$ cat config.mk
export PLATFORM = sky130hd
export DESIGN_NAME = irq_ctrl
export DESIGN_NICKNAME = d
export VERILOG_FILES = /design/src/rtl/irq_ctrl.sv
export SDC_FILE = /design/constraint.sdc
export NUM_CORES = 1
export LEC_CHECK = 0
export CAP_MARGIN = 20
export CORE_MARGIN = 5
export CORE_UTILIZATION = 37
export DETAILED_ROUTE_END_ITERATION = 8
export PLACE_DENSITY = 0.74
export SETUP_SLACK_MARGIN = 0.5
export SYNTH_ARGS = -nofsm -noshare
export SYNTH_HDL_FRONTEND = slang
export SYNTH_SLANG_ARGS = --single-unit
export TNS_END_PERCENT = 100
$ cat constraint.sdc
create_clock -name clock -period 1.3 [get_ports clock]
set_input_delay 0.13 -clock clock [delete_from_list [all_inputs] [get_ports clock]]
set_output_delay 0.13 -clock clock [all_outputs]
set_load 0.01 [all_outputs]
$ cat src/rtl/irq_ctrl.sv
// Interrupt controller: rising-edge NMI plus NSRC maskable IRQ sources (edge or level per source),
// fixed priority, and an IDLE/REQ/ACKD handshake with the CPU including NMI hijack and IRQ withdrawal.
module irq_ctrl #(
    parameter int              NSRC      = 4,
    parameter logic [NSRC-1:0] EDGE_MASK = 4'b0011,
    parameter logic [15:0]     VEC_BASE  = 16'hFFF0
) (
    input  logic            clock,
    input  logic            reset,
    input  logic            ce,
    input  logic            nmi,
    input  logic [NSRC-1:0] irq_in,
    input  logic            mask_we,
    input  logic [NSRC-1:0] mask_d,
    input  logic            clr_we,
    input  logic [NSRC-1:0] clr_d,
    input  logic            i_flag,
    input  logic            ack,
    output logic            nmi_req,
    output logic            irq_req,
    output logic [15:0]     vec,
    output logic [2:0]      src_id,
    output logic [NSRC-1:0] pend
);

    localparam logic [15:0] NMI_VEC = 16'hFFFA;

    if (NSRC < 1 || NSRC > 8) begin : g_bad_nsrc
        $error("irq_ctrl: NSRC must be in 1..8");
    end
    if (int'(VEC_BASE) + 2 * (NSRC - 1) >= 32'hFFFA) begin : g_bad_vec
        $error("irq_ctrl: IRQ vectors overlap the NMI vector");
    end

    typedef enum logic [1:0] {IDLE, REQ, ACKD} state_t;

    state_t          state_q, state_d;
    logic            sel_nmi_q, sel_nmi_d;
    logic [15:0]     vec_q, vec_d;
    logic [2:0]      src_id_q, src_id_d;
    logic [NSRC-1:0] pend_q, pend_d;
    logic [NSRC-1:0] msk_q, msk_d;
    logic            nmi_pend_q, nmi_pend_d;
    logic            prev_nmi_q;
    logic [NSRC-1:0] prev_irq_q;

    logic [NSRC-1:0] active;
    logic [NSRC-1:0] ack_clr;
    logic            nmi_ack;
    logic            sel_active;
    logic [2:0]      pick;

    assign active = pend_q & msk_q;
    assign msk_d  = mask_we ? mask_d : msk_q;

    // A set in the same cycle as a clear wins, so a fresh edge is never lost.
    assign nmi_pend_d = (nmi & ~prev_nmi_q) | (nmi_pend_q & ~nmi_ack);

    for (genvar gi = 0; gi < NSRC; gi++) begin : g_src
        if (EDGE_MASK[gi]) begin : g_edge
            assign pend_d[gi] = (irq_in[gi] & ~prev_irq_q[gi])
                              | (pend_q[gi] & ~((clr_we & clr_d[gi]) | ack_clr[gi]));
        end else begin : g_level
            assign pend_d[gi] = irq_in[gi];
        end
    end

    always_comb begin
        pick       = 3'd0;
        sel_active = 1'b0;
        for (int i = NSRC - 1; i >= 0; i--) begin
            if (active[i]) pick = 3'(i);
            if (src_id_q == 3'(i) && active[i]) sel_active = 1'b1;
        end
    end

    always_comb begin
        state_d   = state_q;
        sel_nmi_d = sel_nmi_q;
        vec_d     = vec_q;
        src_id_d  = src_id_q;
        nmi_ack   = 1'b0;
        ack_clr   = '0;
        case (state_q)
            IDLE: begin
                if (nmi_pend_q) begin
                    state_d   = REQ;
                    sel_nmi_d = 1'b1;
                    vec_d     = NMI_VEC;
                    src_id_d  = 3'd0;
                end else if (|active && !i_flag) begin
                    state_d   = REQ;
                    sel_nmi_d = 1'b0;
                    vec_d     = VEC_BASE + {12'd0, pick, 1'b0};
                    src_id_d  = pick;
                end
            end
            REQ: begin
                if (ack) begin
                    state_d = ACKD;
                    if (sel_nmi_q) begin
                        nmi_ack = 1'b1;
                    end else begin
                        for (int i = 0; i < NSRC; i++) begin
                            if (src_id_q == 3'(i)) ack_clr[i] = 1'b1;
                        end
                    end
                end else if (!sel_nmi_q) begin
                    // NMI arriving mid-handshake steals the slot; a vanished IRQ is withdrawn.
                    if (nmi_pend_q) begin
                        sel_nmi_d = 1'b1;
                        vec_d     = NMI_VEC;
                        src_id_d  = 3'd0;
                    end else if (!sel_active) begin
                        state_d = IDLE;
                    end
                end
            end
            ACKD:    state_d = IDLE;
            default: state_d = IDLE;
        endcase
    end

    always_ff @(posedge clock) begin
        if (reset) begin
            state_q    <= IDLE;
            sel_nmi_q  <= 1'b1;
            vec_q      <= NMI_VEC;
            src_id_q   <= 3'd0;
            pend_q     <= '0;
            msk_q      <= '0;
            nmi_pend_q <= 1'b0;
            prev_nmi_q <= nmi;
            prev_irq_q <= irq_in;
        end else if (ce) begin
            state_q    <= state_d;
            sel_nmi_q  <= sel_nmi_d;
            vec_q      <= vec_d;
            src_id_q   <= src_id_d;
            pend_q     <= pend_d;
            msk_q      <= msk_d;
            nmi_pend_q <= nmi_pend_d;
            prev_nmi_q <= nmi;
            prev_irq_q <= irq_in;
        end
    end

    assign nmi_req = (state_q == REQ) &&  sel_nmi_q;
    assign irq_req = (state_q == REQ) && !sel_nmi_q;
    assign vec     = vec_q;
    assign src_id  = src_id_q;
    assign pend    = pend_q;

endmodule

==> flow_summary.toml <==
[yosys]
synth_area_leaders = "dfxtp_1, buf_4, edfxtp_1, mux2i_1, nand2_1"
synth_cell_type_count = 35
synth.top_cell.area_share_pct = 30.55
yosysSeqAreaShare_pct = 39.14
yosysTopAreaCell = "dfxtp_1"
ys_ff_latch = 19
avgSynthCellArea_um2 = 8.886
ys_warn_count = 0
synthCells = 118
netlist_area_um2 = 1049

[critical_path]
crit_path_max_incr_delay_ns = 0.36
path_cells = "and2b_2 > and2_4 > buf_6"
r2r-start = "pend[3]"
startpoint = "state_q[1]"
endpoint_kind = "output port"
critPathLaunchType = "flip-flop"
cp.required_ns = 1.17
crit_fanout = 3
crit_arrival_ns = 1.18
crit_path_top_delay_cell = "dfxtp_2"
path_class = "flip-flop to output port"

[timing]
rsz0062_at_grt = "yes"
final.setup.tns_ns = -0.005092
min_period_ns = 1.305
fin_crit_sh_pct = 100.4
drv_slew = 0
fmax_mhz = 766.2
finalHoldViolCount = 0
skew_ns = 0.01153
setup_viol = 1
setup_ws_ns = -0.005092

[layout]
fin_nets = 197
final_layout_size_suffix_gt1_share_pct = 50.00
area_growth_pct = 75.66
final_cells = 207
layout_common_cells = "buf_6, buf_4, conb_1, clkdlybuf4s50_1, nand2_1"
mostFrequentLayoutCell = "buf_6"
diodes = 0

[global_route]
grt_pass1_vias = 1081
gr-usage-met2_pct = 24.87
use_met1_pct = 17.28
met3_usage_pct = 2.842
antenna_found_initial = 0
grt-ovfl-total = 0
grtUsageTotal_pct = 14.45
grt_first_pass_wirelength_mm = 4.781
grt_max_degree = 11
busiest_layer = "met2"

[floorplan]
die_w_um = 63.24
die-area_um2 = 3999
core_um2 = 2734
die_y_um = 63.24
rows = 19
start_util_pct = 38.35
io_pins = 45

[placed_design]
place_inst = 187
io_buffers = 28
hpwl_mm = 2.060
place.gp.congestion = 0.8544

[drt]
dr_total_vias = 1045
vias_per_cell = 5.048
dr.pass1.iters = 4
drtIter0Drc = 25
wirelength_mm = 2.994
drtAntennaViolNets = 0
drc = 0
wl_per_cell_um = 14.46

[clock_network]
cts_sinks = 19
root_buffer = "clkbuf_4"
clk_latency_ns = 0.30
cts_htree_levels = 1
cts_made_buffers = 3
cts.clk_slew.worst_paths_ns = 0.11
ctsHoldBuffers = 0
cts_tree = "yes"
clock_path_buffers = 2

[min_path]
min_path_type = "input pin to flip-flop"
holdCritStartpoint = "mask_we"

[run_status]
status = "finished, violations left"
violations = "negative setup slack"

[job]
maxCapViolCount = 0

[power]
p_per_area_nw_per_um2 = 711.2
power_leakage_nw = 0.8210
irDropWorstVdd_v = 0.0008925
==> layout make-up <==
type / count / area (um^2)
Fill cell: 215 / 892.1
Sequential cell: 19 / 444.2
Tap cell: 31 / 38.79
Clock buffer: 4 / 26.28
Multi-Input combinational cell: 89 / 704.4
Timing Repair Buffer: 62 / 620.6
Inverter: 2 / 7.507
==> worst max-delay path: cells and delay by family (launching register included) <==
| kind | cells | cell delay (ns) |
|---|---|---|
| buffers and inverters | 1 | 0.11 |
| AND/OR/NAND/NOR | 2 | 0.40 |
| flip-flops | 1 | 0.36 |
==> cell usage after synthesis, drive strengths merged <==
cell type   n
nor2        7
edfxtp      3
a41oi       1
conb        2
nor4b       1
nand4b      1
nand3       8
a221o       1
clkbuf      2
mux2i       6
a221oi      1
a2111oi     1
nand4       2
nand3b      2
inv         2
and2        1
a21oi       9
o211ai      3
nor3b       1
nor3        1
buf        18
nand2b      5
o21ai       2
and2b       2
o311ai      3
o31ai       1
dfxtp      16
or2         1
a32o        1
nand2      13
or4         1
==> where the power goes <==
group	switching [W]	internal, W	total [W]
Combinational	0.000153	0.000201	0.000354
Clock	0.000184	0.000120	0.000303
Sequential	0.0000286	0.000623	0.000652
Total	0.000365	0.000944	0.00131
==> path summary, 6_finish.rpt <==
path,end,slack [ns],cells after the start
worst max-delay path,nmi_req,-0.005,3
worst min-delay path,msk_q[1],0.21,3
worst max register to register,src_id[0],-0.005,4
worst min register to register,msk_q[0],0.50,2
==> stage by stage <==
stage               utilization [%]  setup WS (ns)  hold slack, ns  area [um^2]  total power (W)
floorplan                         -        0.08641          0.2289         1200        0.0008254
global placement              55.42        -0.2073          0.4747         1515        0.0009276
detailed placement            55.42        -0.2350          0.4814         1515        0.0009352
CTS                           64.62       0.006604          0.3191         1767         0.001294
global route                  67.37       -0.06427          0.2185         1842         0.001363
finish                        67.37      -0.005092          0.2136         1842         0.001310
==> flip-flops by register name (all words and copies together) (netlist names) <==
register,flops
msk_q,4
sel_nmi_q,1
prev_irq_q,2
nmi_pend_q,1
prev_nmi_q,1
src_id,1
state_q,2
pend,4
vec,3
==> timing repair <==
action	4_1_cts	5_1_grt
hold endpoints to repair	0	0
cloned	1	0
buffers inserted	11	4
pin swaps	9	4
gates resized for setup	82	12
setup endpoints to repair	30	26
==> logic make-up (layout without fill, tap and decap cells) <==
group / count (synthesis) / after routing / share of synthesized area [%]
other: 2 / 14 / 0.7163
AND/OR/NAND/NOR: 46 / 46 / 23.39
multiplexers: 6 / 6 / 5.728
buffers and inverters: 22 / 68 / 13.60
AO/OA/AOI/OAI: 23 / 23 / 17.42
flip-flops: 19 / 19 / 39.14
==> layer usage <==
| layer | vias up | part of all wire [%] |
|---|---|---|
| met5 | - | 0 |
| met4 | 0 | 2.0 |
| met3 | 7 | 5.7 |
| met2 | 40 | 50 |
| met1 | 489 | 43 |
| li1 | 509 | - |
Power figures use the tool's default switching activity.
